**config.mk**
```make
export PLATFORM = sky130hd
export DESIGN_NAME = vga_scan
export DESIGN_NICKNAME = d
export VERILOG_FILES = /design/src/rtl/vga_scan.sv
export SDC_FILE = /design/constraint.sdc
export NUM_CORES = 1
export LEC_CHECK = 0
export ABC_AREA = 1
export ABC_CLOCK_PERIOD_IN_PS = 1500
export BUFFER_PORTS_ARGS = -buffer_cell sky130_fd_sc_hd__buf_2
export CORE_ASPECT_RATIO = 2
export CORE_MARGIN = 2
export CORE_UTILIZATION = 44
export DETAILED_ROUTE_END_ITERATION = 8
export PLACE_DENSITY = 0.69
export SLEW_MARGIN = 20
export SYNTH_ARGS = -nofsm -noshare
export SYNTH_HDL_FRONTEND = slang
export SYNTH_SLANG_ARGS = --single-unit
```
**constraint.sdc**
```tcl
create_clock -name clk -period 1.5 [get_ports clk]
set_input_delay 0.075 -clock clk [delete_from_list [all_inputs] [get_ports clk]]
set_output_delay 0.075 -clock clk [all_outputs]
set_load 0.05 [all_outputs]
```
**src/rtl/vga_scan.sv**
```systemverilog
// Free-running VGA raster scanner: pixel-rate divider, x/y counters and
// registered sync/blanking decodes aligned with the counter values they describe.
module vga_scan #(
  parameter int unsigned CLK_DIV  = 4,
  parameter int unsigned H_ACTIVE = 640,
  parameter int unsigned H_FP     = 16,
  parameter int unsigned H_SYNC   = 96,
  parameter int unsigned H_BP     = 48,
  parameter int unsigned V_ACTIVE = 480,
  parameter int unsigned V_FP     = 10,
  parameter int unsigned V_SYNC   = 2,
  parameter int unsigned V_BP     = 33,
  parameter bit          SYNC_POL = 1'b0
) (
  input  logic       clk,
  input  logic       rst,
  output logic       pix_tick,
  output logic [9:0] addr_x,
  output logic [9:0] addr_y,
  output logic       hsync,
  output logic       vsync,
  output logic       video_on,
  output logic       frame_start,
  output logic       vblank_start
);

  localparam int unsigned H_TOTAL = H_ACTIVE + H_FP + H_SYNC + H_BP;
  localparam int unsigned V_TOTAL = V_ACTIVE + V_FP + V_SYNC + V_BP;
  localparam int unsigned DIV_W   = (CLK_DIV > 1) ? $clog2(CLK_DIV) : 1;

  localparam logic [DIV_W-1:0] DIV_MAX  = DIV_W'(CLK_DIV - 1);
  localparam logic [9:0]       X_MAX    = 10'(H_TOTAL - 1);
  localparam logic [9:0]       Y_MAX    = 10'(V_TOTAL - 1);
  localparam logic [9:0]       X_VIS    = 10'(H_ACTIVE);
  localparam logic [9:0]       Y_VIS    = 10'(V_ACTIVE);
  localparam logic [9:0]       Y_VB_PRE = 10'(V_ACTIVE - 1);
  localparam logic [9:0]       HS_BEG   = 10'(H_ACTIVE + H_FP);
  localparam logic [9:0]       HS_END   = 10'(H_ACTIVE + H_FP + H_SYNC);
  localparam logic [9:0]       VS_BEG   = 10'(V_ACTIVE + V_FP);
  localparam logic [9:0]       VS_END   = 10'(V_ACTIVE + V_FP + V_SYNC);

  logic [DIV_W-1:0] div, div_n;
  logic [9:0]       x_n, y_n;
  logic             line_end;

  // Next-state counters; decodes below are taken from these so each output
  // lines up with the address it describes in the same cycle.
  always_comb begin
    div_n    = (div == DIV_MAX) ? '0 : div + 1'b1;
    line_end = pix_tick && (addr_x == X_MAX);
    x_n      = addr_x;
    y_n      = addr_y;
    if (pix_tick) begin
      if (addr_x == X_MAX) begin
        x_n = '0;
        y_n = (addr_y == Y_MAX) ? '0 : addr_y + 10'd1;
      end else begin
        x_n = addr_x + 10'd1;
      end
    end
  end

  always_ff @(posedge clk) begin
    if (rst) begin
      div          <= '0;
      pix_tick     <= 1'b0;
      addr_x       <= '0;
      addr_y       <= '0;
      hsync        <= ~SYNC_POL;
      vsync        <= ~SYNC_POL;
      video_on     <= 1'b0;
      frame_start  <= 1'b0;
      vblank_start <= 1'b0;
    end else begin
      div          <= div_n;
      pix_tick     <= (div_n == DIV_MAX);
      addr_x       <= x_n;
      addr_y       <= y_n;
      hsync        <= (x_n >= HS_BEG && x_n < HS_END) ? SYNC_POL : ~SYNC_POL;
      vsync        <= (y_n >= VS_BEG && y_n < VS_END) ? SYNC_POL : ~SYNC_POL;
      video_on     <= (x_n < X_VIS) && (y_n < Y_VIS);
      frame_start  <= line_end && (addr_y == Y_MAX);
      vblank_start <= line_end && (addr_y == Y_VB_PRE);
    end
  end

endmodule
```
==> run summary, run 1 <==
The flow ran to the end, but the final reports show violations. The final reports fail on negative setup slack. The number of synthesized register bits is 28. In this run the worst hold path is classified as in2reg.

The number of buffers and inverters on the critical path is 5. The count of different cell masters after synthesis is 26. The combinational fraction of design power came out at 6.3%. The count of routing violations after the opening detailed-route iteration came out at 36. In the global route stage, overall resource usage came out at 23.0%. The count of input and output buffers is 27. At the pin with the least slew margin, the transition time is 0.234 ns. In this run the number of H-tree levels came out at 1. The number of placed instances, taps included is 336. During synthesis, Yosys emitted a total of 0 warnings.

The initial antenna violation count is 0. After detailed routing, the total wire length is 4.32 mm. The pin count of the biggest net entering global routing is 16. The relative area change from synthesis to final layout came out at 45.2%. The mean instance size in the synthesized netlist is 6.46 um^2. The multiplexer area fraction after synthesis came out at 0%.

The post-cts hold buffer count came out at 0. The share of the core filled with cells in the final layout is 66.9%. The post-detailed-route DRC marker count came out at 0. The final antenna diode count is 0. Using the TritonRoute via totals, the vias-per-cell ratio works out to 5.06. 28 I/O pins were placed. The dominant combinational cell family by area after synthesis is simple AND/OR/NAND/NOR gates. Once layout is done, the placed cells without fillers occupy 2260 um^2. The achievable clock frequency is 0.631 GHz. The post-placement setup slack is -0.0740 ns. The max-cap check violation count came out at 0. The category of cells accounting for the largest share of critical-path delay is simple AND/OR/NAND/NOR gates. The relative slew slack came out at 84.3%. The worst-case hold slack came out at 0.0443 ns. For the worst setup path, the data arrival time is 1.82 ns.

The critical path endpoint category is a flop. The layout net count came out at 320. Setup repair after global routing could not meet its margin everywhere. The number of nets handed over by synthesis was 248.

The total half-perimeter wirelength after legalization and detailed placement is 3.31 mm. The routed via count came out at 1,742. The post-synthesis share of cell area spent on and, or, nand and nor gates is 43.6%. The placeable core area is 3380 um^2. After global routing the overflow that remains totals 0. For this design, the slowest cell found on the critical path is sky130_fd_sc_hd__dfxtp_4. The post-synth design cell area is 1560 um^2. For the worst setup path, the data required time is 1.74 ns.

The die covers 4060 um^2. The clock latency reported for the late side of the worst-skew pair is 0.28 ns. The via count of the first global-routing pass came to 1,666. The critical-path maximum fanout is 4. The shortest clock period the worst path allows after layout is 1.58 ns. The maximum single-stage delay on the critical path is 0.37 ns. The ratio of final minimum period to clock period came out at 106%. The synthesized netlist devotes 3.62% of its cell area to compound gates. The clock-pin slew of the registers on the worst-case setup and hold paths came out at 0.10 ns. The first global-routing pass estimated 6.93 mm of wire.

The effective utilization at floorplan came out at 46.1%. Across the routed clock network, the largest skew measured is 0.0102 ns. The die is 88.1 um tall. The number of clock sinks came out at 28. The layout has 327 filler cells.

The detail route stage leaves a number of antenna-violating nets equal to 0. The post-route setup TNS is -0.151 ns. The critical setup path kind is reg2reg. The wire length per cell after detailed routing is 12.5 um. Traced cell by cell, the critical path runs through ha_4, buf_4, nand3_4, nor2_2, buf_4, nand2_1, nand2_4, inv_2, nand2_2, nand2_1, nand2_1, inv_1, nor2_1, nand2_1, inv_1. The number of cells produced by synthesis came out at 241. The net load switching power came out at 0.310 mW. The dominant cell type by count on the critical path is sky130_fd_sc_hd__nand2_1. Measured along the x axis, the die boundary spans 46.1 um. Power spread over the standard cell area amounts to 586 nW/um^2. In this run, CTS created clock tree buffers numbering 3. Routability-driven placement finished with a final weighted congestion of 0.895. STA classifies the critical path startpoint as a flop. The row count is 30. Summing the areas of all fa, ha and maj instances in the mapped netlist gives 4.02% of the synthesized area.

For this run, the detailed router's first-pass iteration total came to 4. The post-route netlist has 41.0% of its cells at a drive strength greater than 1. The relative contribution of sequential cells to total power is 57.7%. The sequential element share of the synthesized area came out at 36.0%. The area share of xor/xnor cells in the synthesized design is 1.69%. The switching share of power is 23.4%. The maximum clock insertion buffer count came out at 2. The completed layout was analyzed and its total power is 1.32 mW. The static power due to leakage came out at 1.13 nW. The clock root buffer master is sky130_fd_sc_hd__clkbuf_8. VDD sags by at most 0.000470 V. For this run, the number of standard cells in the final layout without fillers is 344.

The final setup slack of the worst path is -0.0844 ns. The internal power consumption came out at 1.01 mW. The number of setup violations in the final report came out at 3.

The max-slew violation count was 0. The clock network accounts for 35.9% of the total power. TritonCTS built the clock tree.

The final-report hold violation count came out at 0. The cell area after placement is 2060 um^2.
-- final cells by class --
type	count	area (um^2)	area share [%]
multi-input combinational	169	938	41.5
sequential	28	596	26.4
timing repair buffer	70	477	21.1
inverter	41	154	6.81
clock buffer	4	55.1	2.44
tap	32	40.0	1.77
-- Yosys cell counts --
master                     count  share of area [%]
sky130_fd_sc_hd__inv_1        39                9.4
sky130_fd_sc_hd__a211oi_1      1               0.48
sky130_fd_sc_hd__nand3b_1      1               0.48
sky130_fd_sc_hd__buf_6         1               0.72
sky130_fd_sc_hd__nor2_4        1               0.72
sky130_fd_sc_hd__nor2_1       45                 11
sky130_fd_sc_hd__ha_1          5                4.0
sky130_fd_sc_hd__nand2_4       1               0.72
sky130_fd_sc_hd__nand4_1       8                3.2
sky130_fd_sc_hd__o21ai_2       1               0.56
sky130_fd_sc_hd__nand3_4       1                1.1
sky130_fd_sc_hd__nand2_1      58                 14
sky130_fd_sc_hd__inv_2         2               0.48
sky130_fd_sc_hd__buf_1         1               0.24
sky130_fd_sc_hd__nor4_1        1               0.40
sky130_fd_sc_hd__o21ai_1       1               0.32
sky130_fd_sc_hd__o21ai_0       4                1.3
sky130_fd_sc_hd__nand2_2       3                1.2
sky130_fd_sc_hd__nor3_1        2               0.64
sky130_fd_sc_hd__nand3_1      24                7.7
sky130_fd_sc_hd__a21oi_1       3               0.96
sky130_fd_sc_hd__xor2_1        3                1.7
sky130_fd_sc_hd__dfxtp_1      28                 36
sky130_fd_sc_hd__clkbuf_1      1               0.24
sky130_fd_sc_hd__nor2_2        5                2.0
sky130_fd_sc_hd__nor3b_1       1               0.48
-- flip-flops by register name, indices dropped and copies added (netlist names) --
| name | cells |
|---|---|
| div | 2 |
| frame_start | 1 |
| addr_x | 10 |
| addr_y | 10 |
| video_on | 1 |
| pix_tick | 1 |
| hsync | 1 |
| vblank_start | 1 |
| vsync | 1 |
-- power by group through the flow --
stage | clock network, mW | logic, mW | registers, mW
6_report | 0.476 | 0.0840 | 0.764
5_1_grt | 0.518 | 0.0929 | 0.767
2_1_floorplan | 0 | 0.0303 | 0.807
3_3_place_gp | 0 | 0.0827 | 0.781
3_5_place_dp | 0 | 0.0844 | 0.782
4_1_cts | 0.488 | 0.0849 | 0.765
-- layout by cell type, fill, tap and decap left out, types with 3 or more instances in the layout --
master	n
sky130_fd_sc_hd__xor2_1	3
sky130_fd_sc_hd__nand2_1	54
sky130_fd_sc_hd__ha_1	3
sky130_fd_sc_hd__buf_4	38
sky130_fd_sc_hd__dfxtp_1	10
sky130_fd_sc_hd__a21oi_1	3
sky130_fd_sc_hd__nand4_1	8
sky130_fd_sc_hd__nand2_2	6
sky130_fd_sc_hd__clkbuf_8	4
sky130_fd_sc_hd__nor2_1	38
sky130_fd_sc_hd__nor2_4	4
sky130_fd_sc_hd__nand3_2	6
sky130_fd_sc_hd__dfxtp_4	5
sky130_fd_sc_hd__dfxtp_2	13
sky130_fd_sc_hd__buf_2	27
sky130_fd_sc_hd__nor2_2	9
sky130_fd_sc_hd__buf_6	5
sky130_fd_sc_hd__nand3_1	17
sky130_fd_sc_hd__inv_1	39
-- final timing paths --
check,from,endpoint,slack (ns),cells after the start
max reg2reg,addr_x[0],video_on,-0.08,15
max,addr_x[0],video_on,-0.08,15
min,rst,addr_x[6],0.04,2
min reg2reg,div[0],div[0],0.45,1
-- routing by layer --
layer / global-route usage (%) / part of all wire (%)
met5: 0 / 0
met4: 10.6 / 3.6
met3: 2.27 / 3.0
met2: 43.7 / 57
met1: 23.2 / 36
-- cell families (layout without fill, tap and decap cells) --
group / count (synthesis) / count (layout)
XOR/XNOR: 3 / 3
buffers and inverters: 44 / 115
adder cells (fa/ha/maj): 5 / 5
flip-flops: 28 / 28
AO/OA/AOI/OAI: 10 / 10
AND/OR/NAND/NOR: 151 / 151
-- timing repair --
action / CTS / global route
hold endpoints to repair: 0 / 0
cloned: 0 / 0
pin swaps: 0 / 2
gates resized for setup: 9 / 23
buffers inserted: 1 / 4
endpoints found under the setup margin: 5 / 9
Note: power is estimated with default switching activity, not from simulation.
==> run 2, diff against run 1 <==
--- a/config.mk
+++ b/config.mk
@@ -8,7 +8,7 @@
 export ABC_AREA = 1
 export ABC_CLOCK_PERIOD_IN_PS = 1500
 export BUFFER_PORTS_ARGS = -buffer_cell sky130_fd_sc_hd__buf_2
-export CORE_ASPECT_RATIO = 2
+export CORE_ASPECT_RATIO = 1.1
 export CORE_MARGIN = 2
 export CORE_UTILIZATION = 44
 export DETAILED_ROUTE_END_ITERATION = 8
==> run summary, run 2 (synthesis gave the netlist of run 1 again) <==
Outcome: finished, violations left (unchanged). Failing checks: negative setup slack (unchanged). The critical setup path kind was reg2reg (unchanged). The final design area excluding fillers came to 2230 um^2 (was 2260 um^2). The leading cell type in the layout, fill and taps excluded is sky130_fd_sc_hd__nand2_1 (unchanged).

The number of clock sinks is 28 (unchanged). The kind of launch point of the worst setup path is a flop (unchanged). The final-report hold violation count is 0 (unchanged). The number of buffers and inverters on the critical path came out at 1 (was 5). The shortest clock period the worst path allows after layout is 1.58 ns (about the same). The share of the core filled with cells in the final layout is 66.3% (was 66.9%). The category of cells accounting for the largest share of critical-path delay is simple AND/OR/NAND/NOR gates (unchanged).

The layout filler cell count came out at 304 (was 327). The endpoint of the worst register-to-register path is vsync (was video_on). The count of pins on the block boundary was 28 (unchanged). The actual transition at the worst max-transition pin came out at 0.317 ns (was 0.234 ns). Chain of cells forming the critical path: ha_4, nand2_4, nor2_4, nand3_4, inv_2, nand2_1, nand2_1, nand2_1, nor2_1, nand2_1, nor2_1, nand2_1 (was ha_4, buf_4, nand3_4, nor2_2, buf_4, nand2_1, nand2_4, inv_2, nand2_2, nand2_1, nand2_1, inv_1, nor2_1, nand2_1, inv_1). The number of setup violations in the final report is 5 (was 3).

The ratio of final minimum period to clock period is 105% (was 106%). The routed via count is 1,659 (was 1,742). The dominant cell type by count on the critical path is sky130_fd_sc_hd__nand2_1 (unchanged). The number of placed instances, taps included is 346 (was 336). The achievable clock frequency came out at 0.635 GHz (was 0.631 GHz). The wire length per cell after detailed routing was 11.3 um (was 12.5 um).

The chip height is 66.4 um (was 88.1 um). The initial antenna violation count is 0 (unchanged). The relative slew slack came to 78.9% (was 84.3%). The post-cts hold buffer count came out at 0 (unchanged). The static power due to leakage came to 1.10 nW (was 1.13 nW).

The count of input and output buffers came to 27 (unchanged). The critical path endpoint category was a flop (unchanged). Registers with the most flip-flops: addr_x: 10 flops, addr_y: 10 flops, div: 2 flops (unchanged).

The layout net count came out at 312 (was 320). The post-detailed-route DRC marker count is 0 (unchanged). The number of cells on the worst reg-to-reg path is 12 (was 15). The worst clock skew came out at 0.00320 ns (was 0.0102 ns). The routability congestion estimate from global placement came out at 0.872 (was 0.895). The effective utilization at floorplan came to 46.3% (was 46.1%). The relative contribution of sequential cells to total power came out at 59.3% (was 57.7%). The slack of the worst reg-to-reg path came out at -0.08 ns (about the same). The die footprint is 4030 um^2 (was 4060 um^2). The clock latency reported for the late side of the worst-skew pair is 0.34 ns (was 0.28 ns).

The final setup slack of the worst path is -0.0756 ns (was -0.0844 ns). The worst hold path stage count came out at 2 (unchanged). The net load switching power is 0.311 mW (was 0.310 mW).

The CTS tree was done (unchanged). The start point of the worst min-delay path is rst (unchanged). The fraction of layout instances using a drive strength above 1 came to 41.1% (was 41.0%).

Highest-count cells in the layout ignoring fill and taps: sky130_fd_sc_hd__nand2_1 (53), sky130_fd_sc_hd__inv_1 (38), sky130_fd_sc_hd__nor2_1 (34) (was sky130_fd_sc_hd__nand2_1 (54), sky130_fd_sc_hd__inv_1 (39), sky130_fd_sc_hd__nor2_1 (38), sky130_fd_sc_hd__buf_4 (38), sky130_fd_sc_hd__buf_2 (27)). The all-layer global routing usage is 22.2% (was 23.0%). The overall die width is 60.7 um (was 46.1 um). Unrepaired setup endpoints after global routing: yes (unchanged). The number of cells in the finished layout apart from fillers came out at 352 (was 344). The critical-path maximum fanout came to 6 (was 4). The routed wire length came out at 3.98 mm (was 4.32 mm).

The pin count of the biggest net entering global routing came to 17 (was 16). The placeable core area came to 3360 um^2 (was 3380 um^2). The worst path arrival time is 1.83 ns (was 1.82 ns). The total grt overflow is 0 (unchanged). The relative area change from synthesis to final layout is 43.1% (was 45.2%).

The endpoint of the worst hold path is addr_y[2] (was addr_x[6]). The clock-pin slew of the registers on the worst-case setup and hold paths was 0.16 ns (was 0.10 ns). The power per cell area came out at 580 nW/um^2 (was 586 nW/um^2). The clock share of power is 34.5% (was 35.9%). The maximum single-stage delay on the critical path is 0.39 ns (was 0.37 ns). The max-cap check violation count came out at 0 (unchanged).

The number of CTS-inserted buffers is 3 (unchanged). The number of search-and-repair iterations in the first detailed-routing pass is 4 (unchanged). The peak supply drop is 0.000430 V (was 0.000470 V). The critical register-to-register path startpoint is addr_x[0] (unchanged). The combinational fraction of design power is 6.2% (was 6.3%). The cell area after placement is 2030 um^2 (was 2060 um^2). The count of routing violations after the opening detailed-route iteration came to 57 (was 36). The post-placement setup slack is -0.106 ns (was -0.0740 ns). The final antenna diode count is 0 (unchanged). The power after layout was 1.29 mW (was 1.32 mW). The critical path required time is 1.76 ns (was 1.74 ns). The switching share of power came to 24.1% (was 23.4%).

The depth of the CTS H-tree came out at 1 (unchanged). The clock root buffer master is sky130_fd_sc_hd__clkbuf_4 (was sky130_fd_sc_hd__clkbuf_8). The total half-perimeter wirelength after legalization and detailed placement came out at 2.98 mm (was 3.31 mm). The max-slew violation count is 0 (unchanged). The class of the tightest hold or removal check is in2reg (unchanged). The via count of the first global-routing pass is 1,583 (was 1,666).

The detail-routed via count per cell came out at 4.71 (was 5.06). The internal power consumption is 0.982 mW (was 1.01 mW). The wire length of the first global-routing pass is 6.82 mm (was 6.93 mm). The maximum clock insertion buffer count is 2 (unchanged). The remaining number of nets flagged by the antenna check after routing is 0 (unchanged). The cell at the slowest stage of the critical path is sky130_fd_sc_hd__dfxtp_4 (unchanged). The row count came to 22 (was 30).
## run 2: power groups by stage
stage	clock network, mW	logic (mW)	registers, mW
after detailed placement	0	0.0799	0.784
final	0.446	0.0806	0.766
after global placement	0	0.0783	0.783
after CTS	0.450	0.0802	0.767
after floorplan	0	0.0303	0.807
after global routing	0.472	0.0891	0.769
## run 2: worst reg2reg max path: stages, from the launching register on
cell and delay [ns]:
sky130_fd_sc_hd__dfxtp_4 0.39, sky130_fd_sc_hd__ha_4 0.16, sky130_fd_sc_hd__nand2_4 0.06, sky130_fd_sc_hd__nor2_4 0.12, sky130_fd_sc_hd__nand3_4 0.15, sky130_fd_sc_hd__inv_2 0.12
sky130_fd_sc_hd__nand2_1 0.06, sky130_fd_sc_hd__nand2_1 0.07, sky130_fd_sc_hd__nand2_1 0.07, sky130_fd_sc_hd__nor2_1 0.09, sky130_fd_sc_hd__nand2_1 0.07, sky130_fd_sc_hd__nor2_1 0.08
sky130_fd_sc_hd__nand2_1 0.05
## run 2: worst max-delay path by stage
stage,from,cells past startpoint,to,slack [ns]
3_3_place_gp,addr_y[0],11,vsync,-0.1
2_1_floorplan,addr_x[0],11,video_on,-0.10
4_1_cts,addr_x[0],11,vsync,-0.08
5_1_grt,addr_x[0],13,video_on,-0.20
3_5_place_dp,addr_x[0],10,vsync,-0.11
6_report,addr_x[0],12,vsync,-0.08
## run 2: layout make-up
type / count / area, um^2 / area share [%]
clock buffer: 4 / 47.5 / 2.13
inverter: 41 / 154 / 6.91
multi-input combinational: 169 / 957 / 43.0
sequential: 28 / 596 / 26.7
tap: 48 / 60.1 / 2.70
timing repair buffer: 62 / 413 / 18.5
## run 2: routing by layer
metal  track usage [%]  share of wire (%)
met1              31.2                 47
met2              35.1                 47
met3              2.35                5.3
met4              6.79                1.3
met5                 0                  0
## run 2: timing repair
item,4_1_cts,5_1_grt
pin swaps,0,5
endpoints found under the setup margin,5,14
resized for setup,7,30
endpoints found under the hold margin,0,0
buffers inserted,0,2
## run 2: metrics by stage
stage	hold WS, ns	TNS (ns)
after floorplan	0.273	-0.199
after global placement	0.420	-0.171
after detailed placement	0.427	-0.234
after CTS	0.0673	-0.149
after global routing	0.100	-0.871
final	0.0868	-0.157
